`src/rtl/uart_pkg.sv`:
```
// Shared UART receive definitions: state encoding, default bit period, parity helper.
`timescale 1ns/1ps
package uart_pkg;

  localparam int DEFAULT_CLKS_PER_BIT = 32;

  localparam int ST_W = 3;
  localparam logic [ST_W-1:0] ST_IDLE      = 3'd0;
  localparam logic [ST_W-1:0] ST_START     = 3'd1;
  localparam logic [ST_W-1:0] ST_DATA      = 3'd2;
  localparam logic [ST_W-1:0] ST_PARITY    = 3'd3;
  localparam logic [ST_W-1:0] ST_STOP      = 3'd4;
  localparam logic [ST_W-1:0] ST_WAIT_IDLE = 3'd5;

  typedef enum logic [ST_W-1:0] {
    IDLE      = ST_IDLE,
    START     = ST_START,
    DATA      = ST_DATA,
    PARITY    = ST_PARITY,
    STOP      = ST_STOP,
    WAIT_IDLE = ST_WAIT_IDLE
  } state_t;

  typedef struct packed {
    logic [7:0] data;
    logic       parity_err;
    logic       frame_err;
  } rx_result_t;

  // Expected parity bit: even parity is the XOR of the data, odd inverts it.
  function automatic logic parity_of(input logic [7:0] d, input logic odd);
    return (^d) ^ odd;
  endfunction

endpackage

```
`src/rtl/uart_bit_timer.sv`:
```
// Bit-period timer: one mid_tick half a bit after restart, then a bit_tick every full bit.
`timescale 1ns/1ps
module uart_bit_timer
  import uart_pkg::*;
#(
  parameter int CLKS_PER_BIT = DEFAULT_CLKS_PER_BIT
) (
  input  logic clk,
  input  logic rst,
  input  logic restart,
  output logic mid_tick,
  output logic bit_tick
);

  localparam int CW = $clog2(CLKS_PER_BIT);
  localparam logic [CW-1:0] HALF_LAST = CW'(CLKS_PER_BIT / 2 - 1);
  localparam logic [CW-1:0] FULL_LAST = CW'(CLKS_PER_BIT - 1);

  logic [CW-1:0] cnt;
  logic          half;

  always_ff @(posedge clk) begin
    if (rst || restart) begin
      cnt  <= '0;
      half <= 1'b1;
    end else if (half && cnt == HALF_LAST) begin
      cnt  <= '0;
      half <= 1'b0;
    end else if (cnt == FULL_LAST) begin
      cnt <= '0;
    end else begin
      cnt <= cnt + 1'b1;
    end
  end

  assign mid_tick = half && (cnt == HALF_LAST);
  assign bit_tick = !half && (cnt == FULL_LAST);

endmodule

```
`src/rtl/uart_rx_parity.sv`:
```
// UART receiver: start, 8 data bits LSB first, optional parity, stop -> byte plus error flags.
`timescale 1ns/1ps
module uart_rx_parity
  import uart_pkg::*;
#(
  parameter int CLKS_PER_BIT = DEFAULT_CLKS_PER_BIT,
  parameter bit PARITY_EN    = 1'b1,
  parameter bit PARITY_ODD   = 1'b0
) (
  input  logic       clk,
  input  logic       rst,
  input  logic       rx,
  output logic [7:0] data,
  output logic       valid,
  output logic       parity_err,
  output logic       frame_err,
  output logic       busy
);

  logic       rx_meta, rx_s, rx_prev;
  state_t     state, state_nxt;
  logic [7:0] shreg;
  logic [3:0] bit_idx;
  logic       par_s;
  logic       restart, shift_en, par_cap, load;
  logic       mid_tick, bit_tick;
  rx_result_t res;

  // Synchroniser and edge history idle high so reset never looks like a start edge.
  always_ff @(posedge clk) begin
    if (rst) begin
      rx_meta <= 1'b1;
      rx_s    <= 1'b1;
      rx_prev <= 1'b1;
    end else begin
      rx_meta <= rx;
      rx_s    <= rx_meta;
      rx_prev <= rx_s;
    end
  end

  uart_bit_timer #(.CLKS_PER_BIT(CLKS_PER_BIT)) u_timer (
    .clk      (clk),
    .rst      (rst),
    .restart  (restart),
    .mid_tick (mid_tick),
    .bit_tick (bit_tick)
  );

  always_ff @(posedge clk) begin
    if (rst) state <= IDLE;
    else     state <= state_nxt;
  end

  always_comb begin
    state_nxt = state;
    restart   = 1'b0;
    shift_en  = 1'b0;
    par_cap   = 1'b0;
    load      = 1'b0;
    case (state)
      IDLE: begin
        if (rx_prev && !rx_s) begin
          state_nxt = START;
          restart   = 1'b1;
        end
      end
      START: begin
        // Line back high at mid-start means a glitch, not a frame.
        if (mid_tick) state_nxt = rx_s ? IDLE : DATA;
      end
      DATA: begin
        if (bit_tick) begin
          shift_en = 1'b1;
          if (bit_idx == 4'd7) state_nxt = PARITY_EN ? PARITY : STOP;
        end
      end
      PARITY: begin
        if (bit_tick) begin
          par_cap   = 1'b1;
          state_nxt = STOP;
        end
      end
      STOP: begin
        if (bit_tick) begin
          load      = 1'b1;
          state_nxt = rx_s ? IDLE : WAIT_IDLE;
        end
      end
      WAIT_IDLE: begin
        if (rx_s) state_nxt = IDLE;
      end
      default: state_nxt = IDLE;
    endcase
  end

  always_ff @(posedge clk) begin
    if (rst) begin
      shreg   <= '0;
      bit_idx <= '0;
      par_s   <= 1'b0;
    end else begin
      if (restart) bit_idx <= '0;
      else if (shift_en || par_cap) bit_idx <= bit_idx + 4'd1;
      if (shift_en) shreg <= {rx_s, shreg[7:1]};
      if (par_cap)  par_s <= rx_s;
    end
  end

  // Errored frames are still reported; the consumer decides what to drop.
  always_ff @(posedge clk) begin
    if (rst) begin
      res   <= '0;
      valid <= 1'b0;
    end else begin
      valid <= load;
      if (load) begin
        res.data       <= shreg;
        res.parity_err <= PARITY_EN && (par_s != parity_of(shreg, PARITY_ODD));
        res.frame_err  <= !rx_s;
      end
    end
  end

  assign data       = res.data;
  assign parity_err = res.parity_err;
  assign frame_err  = res.frame_err;
  assign busy       = (state != IDLE);

endmodule

```
`config.mk`:
```
export PLATFORM = sky130hd
export DESIGN_NAME = uart_rx_parity
export DESIGN_NICKNAME = d
export VERILOG_FILES = /design/src/rtl/uart_pkg.sv /design/src/rtl/uart_bit_timer.sv /design/src/rtl/uart_rx_parity.sv
export SDC_FILE = /design/constraint.sdc
export NUM_CORES = 1
export LEC_CHECK = 0
export BUFFER_PORTS_ARGS = -buffer_cell sky130_fd_sc_hd__buf_2
export CAP_MARGIN = 10
export CORE_ASPECT_RATIO = 0.6
export CORE_MARGIN = 2
export CORE_UTILIZATION = 50
export DETAILED_ROUTE_END_ITERATION = 7
export HOLD_SLACK_MARGIN = 0.06
export PLACE_DENSITY = 0.79
export SLEW_MARGIN = 20
export SYNTH_ARGS = -nofsm -noshare
export SYNTH_HDL_FRONTEND = slang
export SYNTH_SLANG_ARGS = --single-unit
```
`constraint.sdc`:
```
create_clock -name clk -period 1.7 [get_ports clk]
set_input_delay 0.255 -clock clk [delete_from_list [all_inputs] [get_ports clk]]
set_output_delay 0.255 -clock clk [all_outputs]
set_load 0.05 [all_outputs]
```
# == Yosys cells after proc, flatten, opt, wreduce, memory -nomap -nowiden ==
# Cells that the tools add are included.
# W data, S select, Z words.
# totals
regBits,36
in_bits,3
output_inout_bits,12
elab_cells,60
# op_classes
n_addsub,2
eq_ne,16
n_mux,16
reduce_logical,13
# ops
op,n
$mux W3,8
$pmux W3 S6,1
$ne A2 B2 Y1 const B,7
$reduce_xor A8 Y1,1
$reduce_and A7 Y1,1
$eq A3 B2 Y1 const B,2
$eq A3 B3 Y1 const B,2
$mux W1,6
$add A5 B1 Y5 const B,1
$eq A5 B4 Y1 const B,1
$eq A5 B5 Y1 const B,1
$add A4 B1 Y4 const B,1
$eq A4 B3 Y1 const B,1
$eq A3 B1 Y1 const B,1
$logic_and A1 B1 Y1,3
$logic_not A3 Y1,1
$reduce_bool A3 Y1,1
$reduce_or A3 Y1,1
$logic_not A1 Y1,2
$logic_or A1 B1 Y1,2
$mux W2,1
$reduce_or A2 Y1,1
$ne A1 B1 Y1,1

# == Longest topological paths before layout ==
# Gate-level depths: netlist of run 1.
# logic_depth
word_depth,6
mapped_depth,9
depth_no_buf,7

# == Cells and area by module ==
# A second synthesis of run 1 with hierarchy kept.
# hier_totals
hier_cells,168
hier_area_um2,1530.2
# modules_own_cells
module,instances,cells_each,area_per_inst_um2
uart_rx_parity,1,142,1277.5
uart_bit_timer,1,26,252.7

# == Worst setup path after synthesis of run 1 ==
# No wires, ideal clock.
# synth_timing
path_kind,flip-flop to flip-flop
startpoint,register u_timer.cnt[0]
endpoint,register shreg[0]
arrival_time_ns,1.761
t_required_ns,1.572
setup_slack_ns,-0.189
stages_incl_launch_ff,10
path_buffers,2
period_less_slack_ns,1.889
path_cell_list,dfxtp_1 ha_1 and3_1 ha_1 nor4bb_1 buf_2 nor2b_1 buf_4 mux2i_1 nor2_1
# synth_between
elab_chain_len,4
# synth_rtl
element,line,text
from (decl),uart_bit_timer.sv:19,logic [CW-1:0] cnt;
from (signal assigned),uart_bit_timer.sv:32,cnt <= cnt + 1'b1;
$eq A5 B5 Y1,uart_bit_timer.sv:37,assign bit_tick = !half && (cnt == FULL_LAST);
$logic_and A1 B1 Y1,uart_bit_timer.sv:37,
$mux W1,uart_rx_parity.sv:73,if (bit_tick) begin
$mux W1,uart_rx_parity.sv:61,case (state)
to (signal assigned),uart_rx_parity.sv:105,"if (shift_en) shreg <= {rx_s, shreg[7:1]};"
to (decl),uart_rx_parity.sv:22,logic [7:0] shreg;
# Every way passes these cells.
# A chain may end at the register's enable or synchronous reset.

# == Final worst setup path of run 1 ==
# layout_timing
startpoint,register u_timer.cnt[1]
endpoint,register state[0]
# layout_between
elab_chain_len,4
# layout_rtl
element,line,text
$eq A5 B5 Y1 / $eq A5 B4 Y1 (equally long branches),"uart_bit_timer.sv:37, uart_bit_timer.sv:36",
"$logic_and A1 B1 Y1, on equally long branches","uart_bit_timer.sv:37, uart_bit_timer.sv:36",
$ne A2 B2 Y1 (no line),--,
$reduce_and A7 Y1 (no line) *,--,
to (signal assigned),uart_rx_parity.sv:52,else state <= state_nxt;
to (decl),uart_rx_parity.sv:21,"state_t state, state_nxt;"
# Every way passes the cells marked *; elsewhere a longest branch is shown, timed or not.

==> summary by stage, run 1 <==
Hold path
The class of the most critical hold timing path is input port to flip-flop. The worst hold path depth is 2.

Pwr
Of the total power, the clock network draws between 40% and 50%. The share of total power in sequential cells is 54.8%. The design draws ~1.6 mW. The worst IR drop on VDD is 0.629 mV. Of the total power, the share spent switching nets is between 20% and 30%. The total power per unit cell area is about 820 mW/mm2.

The leakage power is 0.828 nW. The internal power is 1.25 mW. The combinational fraction of design power is ~4.6%. Summed over all nets, the switching power comes to between 0.3 and 0.4 mW.

Timing
The slew at the pin closest to its max-slew limit is 0.518 ns. The number of failing hold endpoints at the final stage is 0. Of the available clock period, the critical path in the final layout requires 107%. The minimum clock period is between 1.5 and 2 ns. The highest attainable clock frequency is between 500 and 600 MHz.

The worst hold slack after final layout is around 0.15 ns. After routing, the total negative slack on setup checks comes to -0.510 ns. The final worst slack is -0.126 ns.

Setup repair after global routing could not meet its margin everywhere. For the final database, setup skew stands at around 0.0016 ns. The number of max-slew violations in the final report is 0. Headroom to the max-slew limit came out at ~65%.

Setup violations remaining at the end of the flow were counted as 11.

Synth
The number of instances in the synthesized netlist is 155. The synthesized net count is around 160. The yosys synthesis warning count is 0.

In this run the cell area of the synthesized design comes to around 0.0015 mm2. The number of different library cells used by synthesis comes to 38. The dominant cell type by area after synthesis is dfxtp_1.

In this run, synthesis produced a sequential element count of 36. The share of the Yosys chip area taken by registers is a little under half. The share of the synthesized area in the top cell type is about 47%. By area the synthesized netlist is led by dfxtp_1 47%, mux2i_1 11%, nor2_1 7.1%. The per-instance average area after synthesis is 9.93 um2.

Worst setup path
The biggest fanout along the worst timing path is 4. The slowest cell on the critical path is or4b_1. The worst-case reg-to-reg path depth is 8. The delay contributed by the slowest stage of the critical path is approximately 0.47 ns. The worst setup path is launched from a flip-flop.

The cell that appears most often on the critical path is ha_4. The data arrival time of the worst path is between 2 and 2.5 ns. The critical path in this run is classified as flip-flop to flip-flop. The required arrival time at the worst endpoint is roughly 1.9 ns. Walking the worst path, the cells encountered are ha_4, and3_4, ha_4, buf_4, nor2b_4, a21oi_2, or4b_1, a21oi_1. The worst setup path is captured at a flip-flop.

Global routing
The first-pass GRT wire length is ~5100 um. The initial antenna violation count is 0. The global-route usage over all layers is between 20% and 30%. The pin count of the biggest net entering global routing is 22. The number of global-route vias before repair is 1069. Global routing finished with a remaining overflow of 0.

Layout
The synthesis-to-layout area growth is 26.3%. The number of nets in the final layout is around 190. The share of final-layout standard cells stronger than drive strength 1 is a little under a third.

The library cell used most frequently in the layout, excluding fill and tap cells, is dfxtp_1. The post-layout instance area is just under 0.002 mm2. Leaving out fill and tap cells, the most frequent cells in the layout are 34 x dfxtp_1, 29 x nor2_1, 17 x buf_4, 16 x mux2i_1, 14 x buf_2. The total inserted antenna cells is 0. The core utilization of the finished layout is around two thirds.

Drt
The count of unresolved DRC violations after routing is 0. The average routed wire per standard cell is roughly 13 um. The starting DRC count in detailed routing is between 60 and 70. The count of nets left with antenna violations once routing finished came out at 0. The per-cell via count in the routed design is about 5.2. The final wirelength is around 3000 um. The routed layout has approximately 1200 vias. The iteration count of the initial detailed-routing pass is 4.

Clock tree
TritonCTS built the clock tree. CTS saw 36 sinks. The later pin in the worst-skew pair is clocked with a latency of around 0.29 ns. Clock-pin slew was measured on the worst setup and hold paths at about 0.070 ns. The largest buffer count on any clock path is 2. The H-tree level count is 2.

The number of buffers added by the clock tree synthesis step is 5. In this run the clock root is driven by a clkbuf_8.

Placed design
The number of port buffers is 14. The placer congestion estimate is around 0.84. After detailed placement, the total cell area comes to around 0.0017 mm2. The half-perimeter wire length of the detailed placement result is ~2300 um.

Die
The floorplan has 15 rows. 15 I/O pins were placed. The floorplan step defined a die boundary enclosing 0.00355 mm2. The chip height is 47.0 um. The horizontal die dimension is between 70 and 80 um.

The initial utilization of the core area, before any placement, comes to between 50% and 60%. The area of the core is 0.00291 mm2.

Status
The run finished, with violations left. The checks that failed: setup timing.

Run
The number of violations of the max-capacitance limit is 0.
critical path: cells and delay by family, from the launching register on:
kind,cells,cell delay [ns]
compound gates,2,0.21
simple gates,3,0.81
fa+ha+maj,2,0.27
buf+inv,1,0.10
flops,1,0.35
power groups by stage:
stage	clock, mW	combinational [mW]	sequential [mW]
after CTS	0.664	0.0731	0.870
after floorplan	0	0.0536	0.883
after global routing	0.692	0.0829	0.872
after global placement	0	0.0689	0.888
after detailed placement	0	0.0719	0.888
final	0.646	0.0735	0.871
metal layers:
metal / global-route usage [%] / share of wire [%] / wire length (um)
met1: 27.4 / 50 / 1510
met4: 11.6 / 2.7 / 81
met5: 0 / 0 / 0
met3: 5.79 / 3.8 / 117
met2: 30.3 / 44 / 1340
state kept, by name, indices dropped and copies added (netlist names):
name and count:
bit_idx 4, data 8, frame_err 1, par_s 1, parity_err 1, rx_meta 1
rx_prev 1, rx_s 1, shreg 8, state 3, u_timer.cnt 5, u_timer.half 1
valid 1
through the flow:
| stage | cells | setup slack [ns] |
|---|---|---|
| 2_1_floorplan | 155 | -0.114 |
| 3_3_place_gp | 215 | -0.0777 |
| 3_5_place_dp | 215 | -0.188 |
| 4_1_cts | 225 | -0.106 |
| 5_1_grt | 227 | -0.208 |
| 6_report | 227 | -0.126 |
path summary, 6_finish.rpt:
kind | from | endpoint | slack, ns
worst max-delay path | u_timer.cnt[1] | state[0] | -0.13
worst min-delay path | rx | rx_meta | 0.15
worst max register to register | u_timer.cnt[1] | state[0] | -0.13
worst min register to register | rx_meta | rx_s | 0.41
cell type report:
| type | count | area [um2] |
|---|---|---|
| Sequential cell | 36 | 723 |
| Inverter | 4 | 15.0 |
| Clock buffer | 7 | 96.3 |
| Tap cell | 42 | 52.6 |
| Multi-Input combinational cell | 105 | 837 |
| Timing Repair Buffer | 33 | 220 |
| Fill cell | 228 | 965 |
kinds of logic after synthesis:
kind of cell | after synthesis | share of synthesized area, %
mux | 17 | 11.1
xor+xnor | 11 | 7.15
fa+ha+maj | 4 | 3.25
compound gates | 17 | 7.07
flops | 36 | 46.8
buf+inv | 14 | 4.47
simple gates | 56 | 20.2
cell usage after synthesis (all sizes together):
master and count:
nand3b 2, a21oi 6, dfxtp 36, nand4b 1
ha 4, nand3 2, or3b 2, or4b 2
xor2 5, a31o 1, nor2 29, inv 4
a21o 1, nand4bb 1, mux2i 17, nand2b 1
and4b 1, o21ai 4, and3 1, xnor3 1
xnor2 5, or2 3, o311a 1, buf 6
or3 1, nor4b 1, clkbuf 4, o211ai 1
nor2b 2, a21boi 1, nand2 5, a211o 1
nand4 1, nor4bb 1, a311oi 1
repair_timing:
action,4_1_cts,5_1_grt
resized for setup,9,6
hold buffers,0,0
pin swaps,5,8
buffers inserted,4,3
endpoints found under the setup margin,19,24
Power figures use the tool's default switching activity.
==> run 2: changes to the inputs <==
--- a/config.mk
+++ b/config.mk
@@ -9,10 +9,12 @@
 export CAP_MARGIN = 10
 export CORE_ASPECT_RATIO = 0.6
 export CORE_MARGIN = 2
-export CORE_UTILIZATION = 50
+export CORE_UTILIZATION = 30
+export CTS_CLUSTER_DIAMETER = 40
 export DETAILED_ROUTE_END_ITERATION = 7
 export HOLD_SLACK_MARGIN = 0.06
-export PLACE_DENSITY = 0.79
+export PLACE_DENSITY = 0.55
+export SETUP_SLACK_MARGIN = 0.4
 export SLEW_MARGIN = 20
 export SYNTH_ARGS = -nofsm -noshare
 export SYNTH_HDL_FRONTEND = slang
==> run 2 against run 1 <==
Effect of this change: the flow still finishes with violations (setup timing); clock skew is 0.0041 ns higher; count of clock-buffer cells in the layout fell by 2; utilization is 23 points lower; fmax is 1.2% higher; hold slack better by 0.0047 ns; sequential cell count did not move; critical path depth unchanged; cell count is 16% higher; largest cell class unchanged; highest routed layer unchanged.
==> summary by stage, run 2 (same netlist as run 1, synthesis figures left out) <==
Timing
The max-slew headroom at the worst pin is 72.5% (+7.1 points). The highest attainable clock frequency is 554 MHz (+1.2%). The minimum clock period is 1.80 ns (-0.0221 ns).

The slew at the pin closest to its max-slew limit was 0.412 ns (-0.106 ns). The final worst slack came to -0.103 ns (+0.0221 ns). The final clock skew is 0.00565 ns (+0.00408 ns). The number of setup violations in the final report was 21 (+10). The number of max-slew violations in the final report is 0 (unchanged).

The post-route clock period utilization is 106% (-1.3 points). Setup repair after global routing could not meet its margin everywhere. The number of failing hold endpoints at the final stage is 0 (unchanged).

Worst setup path
The required arrival time at the worst endpoint is 1.91 ns (about the same). The worst-case reg-to-reg path depth is 8 (unchanged). The kind of critical path is flip-flop to flip-flop.

The delay contributed by the slowest stage of the critical path is 0.47 ns (about the same). The most critical setup path has its startpoint at u_timer.cnt[1]. The end of the worst register-to-register path is state[0].

The setup slack of the most critical reg-to-reg path is -0.10 ns (+0.02 ns). The most numerous cell type found on the critical path is ha_4. The startpoint of the lowest-slack register-to-register path is u_timer.cnt[1]. Among all stages on the critical path, the largest delay is contributed by or4b_1. The biggest fanout along the worst timing path came to 4 (unchanged). The end point of the critical path is state[0]. The data arrival time of the worst path is 2.01 ns (-0.03 ns).

The signal on the critical path passes through ha_4, and3_4, ha_4, buf_4, nor2b_4, a21oi_2, or4b_1, a21oi_1. The startpoint kind of the worst setup timing path is a flip-flop. The type of destination of the critical path is a flip-flop.

Clock tree
The post-CTS clock slew at the launch and capture registers of the worst setup and hold paths came to 0.07 ns (about the same). The largest buffer count on any clock path was 2 (unchanged). The worst-skew pair later-pin latency came to 0.29 ns (about the same). The number of clock sinks was 36 (unchanged). TritonCTS built the clock tree. Clock tree synthesis selected as its root buffer the cell clkbuf_8.

The H-tree level count is 2 (unchanged). The number of buffers added by the clock tree synthesis step is 5 (unchanged).

Hold path
The class of the most critical hold timing path is input port to flip-flop.

Pwr
The post-route total power was 1.71 mW (+7.2%). The net switching power is 0.369 mW (+8.2%). The worst IR drop on VDD is 0.316 mV (-50%). The clock power share is 43.4% (+2.8 points). The share of total power in sequential cells was 50.9% (-3.9 points).

The internal power is 1.34 mW (+7.0%). The total power per unit cell area is 770 mW/mm2 (-5.9%). The leakage power was 0.937 nW (+13%). The combinational fraction of design power is 5.8% (+1.2 points). The switching share of power is 21.7% (+0.20 points).

Layout
The number of nets in the final layout is 203 (+5.7%). The area used by sequential logic in the layout was 732 um2 (+1.2%). The multi-input logic area is 901 um2 (+7.6%). The share of final-layout standard cells stronger than drive strength 1 came to 44.7% (+13 points). The total inserted antenna cells came to 0 (unchanged). From synthesis to final layout, the design area changed by 43.9%. The largest registers in the layout are data: 8 flops, shreg: 8 flops, u_timer.cnt: 5 flops. In the layout the commonest cells are 31 x dfxtp_1, 24 x nor2_1, 19 x buf_4, 16 x mux2i_1, 13 x buf_2.

The final-layout fill cell count is 480 (+110%). The library cell used most frequently in the layout, excluding fill and tap cells, is dfxtp_1.

Die
The area of the core is 0.00500 mm2 (+72%). The number of placement rows came to 20 (+5). The horizontal die dimension was 96.5 um (+28%).

The initial standard-cell utilization of the core is 30.8% (-22 points). The die area is 0.00574 mm2 (+62%). The chip height is 59.5 um (+27%). The number of top-level pins is 15 (unchanged).

Drt
The via count was 1200 (+1.2%). The iteration count of the initial detailed-routing pass is 4 (unchanged). The starting DRC count in detailed routing was 46 (-26%). The per-cell via count in the routed design is 4.56 (-13%). The count of unresolved DRC violations after routing came to 0 (unchanged).

The final wirelength is 3450 um (+14%). The number of nets with antenna violations after routing is 0 (unchanged). The average routed wire per standard cell came to 13.1 um (-2.0%).

Global routing
The leftover overflow at the end of global routing is 0 (unchanged). The initial antenna violation count came to 0 (unchanged). The global-route usage over all layers is 12.7% (-7.8 points).

The number of global-route vias before repair is 1133 (+6.0%). The pin count of the biggest net entering global routing was 20 (-9.1%). The first-pass GRT wire length is 5420 um (+7.2%).

Placed design
The number of port buffers is 14 (unchanged). The placer congestion estimate is 0.758 (-9.2%). The half-perimeter wire length of the detailed placement result is 2260 um (about the same).

The pre-CTS setup slack was -0.221 ns (-0.0322 ns).

Run
The number of violations of the max-capacitance limit is 0 (unchanged).

Status
The final reports fail on setup timing. The run finished, with violations left.
==> run 2: how the worst min path moves through the flow <==
stage | slack [ns] | depth (start not counted) | from | end
2_1_floorplan | 0.36 | 1 | rx | rx_meta
3_3_place_gp | 0.40 | 1 | rx_meta | rx_s
3_5_place_dp | 0.41 | 1 | rx_meta | rx_s
4_1_cts | 0.15 | 2 | rx | rx_meta
5_1_grt | 0.16 | 2 | rx | rx_meta
6_report | 0.15 | 2 | rx | rx_meta
==> run 2: what timing repair did <==
action,4_1_cts,5_1_grt
gates cloned,0,1
endpoints found under the setup margin,34,34
endpoints found under the hold margin,0,0
resized for setup,22,27
hold buffers,0,0
buffers inserted,6,10
pin swaps,7,22
==> run 2: per-stage QoR <==
step	cell area (um2)	hold slack, ns	util [%]	instances	setup TNS, ns
2_1_floorplan	1580	0.359	-	155	-0.942
3_5_place_dp	1770	0.410	35.3	238	-1.86
3_3_place_gp	1770	0.396	35.3	238	-0.817
6_report	2210	0.151	44.3	263	-1.04
4_1_cts	2010	0.152	40.3	252	-1.04
5_1_grt	2210	0.156	44.3	263	-3.70
==> run 2: power groups by stage <==
stage          Sequential (mW)  Clock, mW  Combinational (mW)
6_report                 0.867      0.739              0.0987
5_1_grt                  0.869      0.808               0.108
4_1_cts                  0.869      0.757              0.0811
3_5_place_dp             0.889          0              0.0762
3_3_place_gp             0.888          0              0.0724
2_1_floorplan            0.883          0              0.0547
==> run 2: per-layer routing <==
metal	vias to the layer above	routed length [um]	global-route usage [%]
li1	608	-	-
met3	4	100	3.82
met1	576	1760	17.1
met4	0	40	3.62
met2	12	1560	19.7
met5	-	0	0
==> run 2: worst max-delay path, delay by kind of cell, from the launching register on <==
family                   cells  cell delay, ns
buffers and inverters        1            0.10
adder cells (fa/ha/maj)      2            0.28
flip-flops                   1            0.36
AND/OR/NAND/NOR              3            0.81
AO/OA/AOI/OAI                2            0.19
==> run 2: final cells by class <==
type	instances	area share, %
multi-input cells	105	40.7
flip-flops and latches	36	33.1
repair buffers	44	16.8
well taps	66	3.73
clock buffers	5	3.11
clock inverters	3	1.92
inverters	4	0.678
==> run 3: changes to the inputs <==
--- a/config.mk
+++ b/config.mk
@@ -7,7 +7,7 @@
 export LEC_CHECK = 0
 export BUFFER_PORTS_ARGS = -buffer_cell sky130_fd_sc_hd__buf_2
 export CAP_MARGIN = 10
-export CORE_ASPECT_RATIO = 0.6
+export CORE_ASPECT_RATIO = 1.25
 export CORE_MARGIN = 2
 export CORE_UTILIZATION = 30
 export CTS_CLUSTER_DIAMETER = 40
==> run 3 against run 2 <==
Effect of this change: the run still ends with setup timing left; non-clock buffer count is 3 lower; critical path depth is 1 lower; worst setup slack worse by 0.049 ns; power is 19% higher; sequential share of layout area is 0.73 points higher; register-to-register slack worse by 0.05 ns; critical path type unchanged; largest power group is now the clock network.
==> summary by stage, run 3 (same netlist as run 1, synthesis figures left out) <==
Status
The flow ran to the end, but the final reports show violations. The final reports fail on setup timing.

Timing
The highest attainable clock frequency was 540 MHz (-2.7%). The minimum clock period is 1.85 ns (+0.0493 ns). The max-slew headroom at the worst pin is 77.2% (+4.7 points).

Setup repair after global routing could not meet its margin everywhere. The post-route clock period utilization is 109% (+2.9 points). The final clock skew came to 0.00308 ns (-0.00257 ns). The number of max-slew violations in the final report was 0 (unchanged). The sum of negative setup slack is -1.52 ns (-0.477 ns). The slew at the pin closest to its max-slew limit is 0.341 ns (-0.0705 ns).

The final worst slack is -0.153 ns (-0.0493 ns). The number of setup violations in the final report is 21 (unchanged). The number of failing hold endpoints at the final stage is 0 (unchanged).

Die
The number of placement rows is 29 (+45%). The initial standard-cell utilization of the core is 30.7% (about the same). The horizontal die dimension is 68.1 um (-29%). The number of top-level pins is 15 (unchanged).

The chip height is 84.1 um (+41%). The area of the core was 0.00501 mm2 (about the same). The die area is 0.00572 mm2 (-0.27%).

Pwr
The leakage power was 0.919 nW (-1.9%). The worst IR drop on VDD is 0.337 mV (+6.7%). The post-route total power came to 2.02 mW (+19%). The total power per unit cell area is 933 mW/mm2 (+21%).

Placed design
The cell total after placement was 233 (-2.1%). The placer congestion estimate is 0.693 (-8.6%). The number of port buffers is 14 (unchanged). The half-perimeter wire length of the detailed placement result is 2230 um (-1.1%).

Hold path
The worst hold path depth was 2 (unchanged). For hold timing, the worst endpoint is rx_meta. The path class of the tightest hold or removal check is input port to flip-flop. The startpoint identified for the worst hold timing path is rx.

Worst setup path
The biggest fanout along the worst timing path is 4 (unchanged). The startpoint kind of the worst setup timing path is a flip-flop. The slowest cell on the critical path is or4b_1.

The kind of critical path is flip-flop to flip-flop. In this run the critical register-to-register path is captured at parity_err. The critical path goes through ha_4, and3_4, ha_4, nor4b_4, nand2_2, or4b_1, o211ai_1. The delay contributed by the slowest stage of the critical path is 0.48 ns (about the same). The worst-case reg-to-reg path depth is 7 (-1). The data arrival time of the worst path is 2.07 ns (+0.06 ns). The required arrival time at the worst endpoint came to 1.92 ns (about the same).

The setup slack of the most critical reg-to-reg path is -0.15 ns (-0.05 ns). The type of destination of the critical path is a flip-flop. The startpoint of the lowest-slack register-to-register path is u_timer.cnt[1]. The cell seen most often among critical-path stages is ha_4.

Drt
The per-cell via count in the routed design is 4.83 (+5.9%). The final wirelength is 3480 um (+0.84%). The average routed wire per standard cell was 13.6 um (+3.6%). The number of nets with antenna violations after routing came to 0 (unchanged). The count of unresolved DRC violations after routing is 0 (unchanged). The starting DRC count in detailed routing came to 42 (-8.7%).

The via count was 1237 (+3.1%). The iteration count of the initial detailed-routing pass came to 4 (unchanged).

Global routing
After global routing, the most crowded layer is met2. The initial antenna violation count came to 0 (unchanged). The number of global-route vias before repair is 1289 (+14%). The global routing met3 resource utilization is 5.13% (+1.3 points). The met2 layer usage reported by global route is 23.1% (+3.4 points). The pin count of the biggest net entering global routing is 18 (-10%).

The first-pass GRT wire length was 5710 um (+5.3%). The routing usage on met1 is 12.6% (-4.5 points). The global-route usage over all layers was 13.3% (+0.66 points). The leftover overflow at the end of global routing came to 0 (unchanged).

Clock tree
The number of clock sinks is 36 (unchanged). The largest buffer count on any clock path is 2 (unchanged). The number of buffers added by the clock tree synthesis step is 5 (unchanged).

The CTS tree is done. The cell at the root of the clock tree is clkbuf_8. The H-tree level count was 2 (unchanged). The number of buffers inserted by hold repair at cts is 0 (unchanged). The worst-skew pair later-pin latency came to 0.29 ns (about the same). The post-CTS clock slew at the launch and capture registers of the worst setup and hold paths is 0.07 ns (about the same).

Layout
The total inserted antenna cells is 0 (unchanged). The share of final-layout standard cells stronger than drive strength 1 is 40.2% (-4.5 points). The post-layout instance count excluding filler cells is 256 (-2.7%). The library cell used most frequently in the layout, excluding fill and tap cells, is dfxtp_1. The top cell types in the final layout, fill and taps aside, are 31 x dfxtp_1, 24 x nor2_1, 17 x buf_4, 16 x mux2i_1, 13 x buf_2. The largest registers in the layout are data: 8 flops, shreg: 8 flops, u_timer.cnt: 5 flops.

The core utilization of the finished layout is 43.3% (-0.97 points). The number of nets in the final layout is 200 (-1.5%). The synthesis-to-layout area growth is 40.8%.

Run
The number of violations of the max-capacitance limit came to 0 (unchanged).
run 3: cell types whose count changed in the layout (fill, tap and decap cells not counted), sizes merged:
cell and change:
clkinv -1, clkbuf -1, buf -2, bufinv +2, clkinvlp -1
run 3: worst max-delay path by stage:
stage | start | endpoint
after global routing | u_timer.cnt[1] | parity_err
after floorplan | u_timer.cnt[1] | shreg[0]
final | u_timer.cnt[1] | parity_err
after global placement | u_timer.cnt[1] | shreg[4]
after CTS | u_timer.cnt[1] | parity_err
after detailed placement | u_timer.cnt[1] | shreg[6]
run 3: metrics by stage:
stage / instance area [um2] / hold slack, ns / setup slack (ns)
floorplan: 1580 / 0.359 / -0.114
global placement: 1760 / 0.394 / -0.0834
detailed placement: 1760 / 0.397 / -0.152
CTS: 2090 / 0.135 / -0.123
global route: 2170 / 0.143 / -0.216
finish: 2170 / 0.140 / -0.153
run 3: worst max-delay path: cells and delay by family, from the launching register on:
family / cells / cell delay, ns
AND/OR/NAND/NOR: 4 / 1.05
flip-flops: 1 / 0.35
AO/OA/AOI/OAI: 1 / 0.10
adder cells (fa/ha/maj): 2 / 0.27
run 3: per-layer routing:
metal  wire length (um)  vias to the layer above
li1                   -                      605
met1               1260                      588
met2               1920                       31
met3                161                       13
met4                142                        0
met5                  0                        -
run 3: repair_timing:
item                                    in CTS  in global routing
pin swaps                                    9                  3
buffers inserted                            12                  3
endpoints found under the setup margin      33                 34
gates resized for setup                     24                 14
run 3: where the power goes:
part	total (mW)	internal, mW	leakage [nW]	switching, mW
registers	0.864	0.854	0.294	0.0107
clock network	1.05	0.734	0.0784	0.318
logic	0.107	0.0515	0.547	0.0551
run 3: layout make-up:
| class | count | area [um2] |
|---|---|---|
| multi-input combinational | 105 | 855 |
| sequential | 36 | 732 |
| timing repair buffer | 41 | 329 |
| fill | 478 | 2840 |
| tap | 62 | 77.6 |
| clock inverter | 3 | 90.1 |
| inverter | 4 | 15.0 |
| clock buffer | 5 | 68.8 |
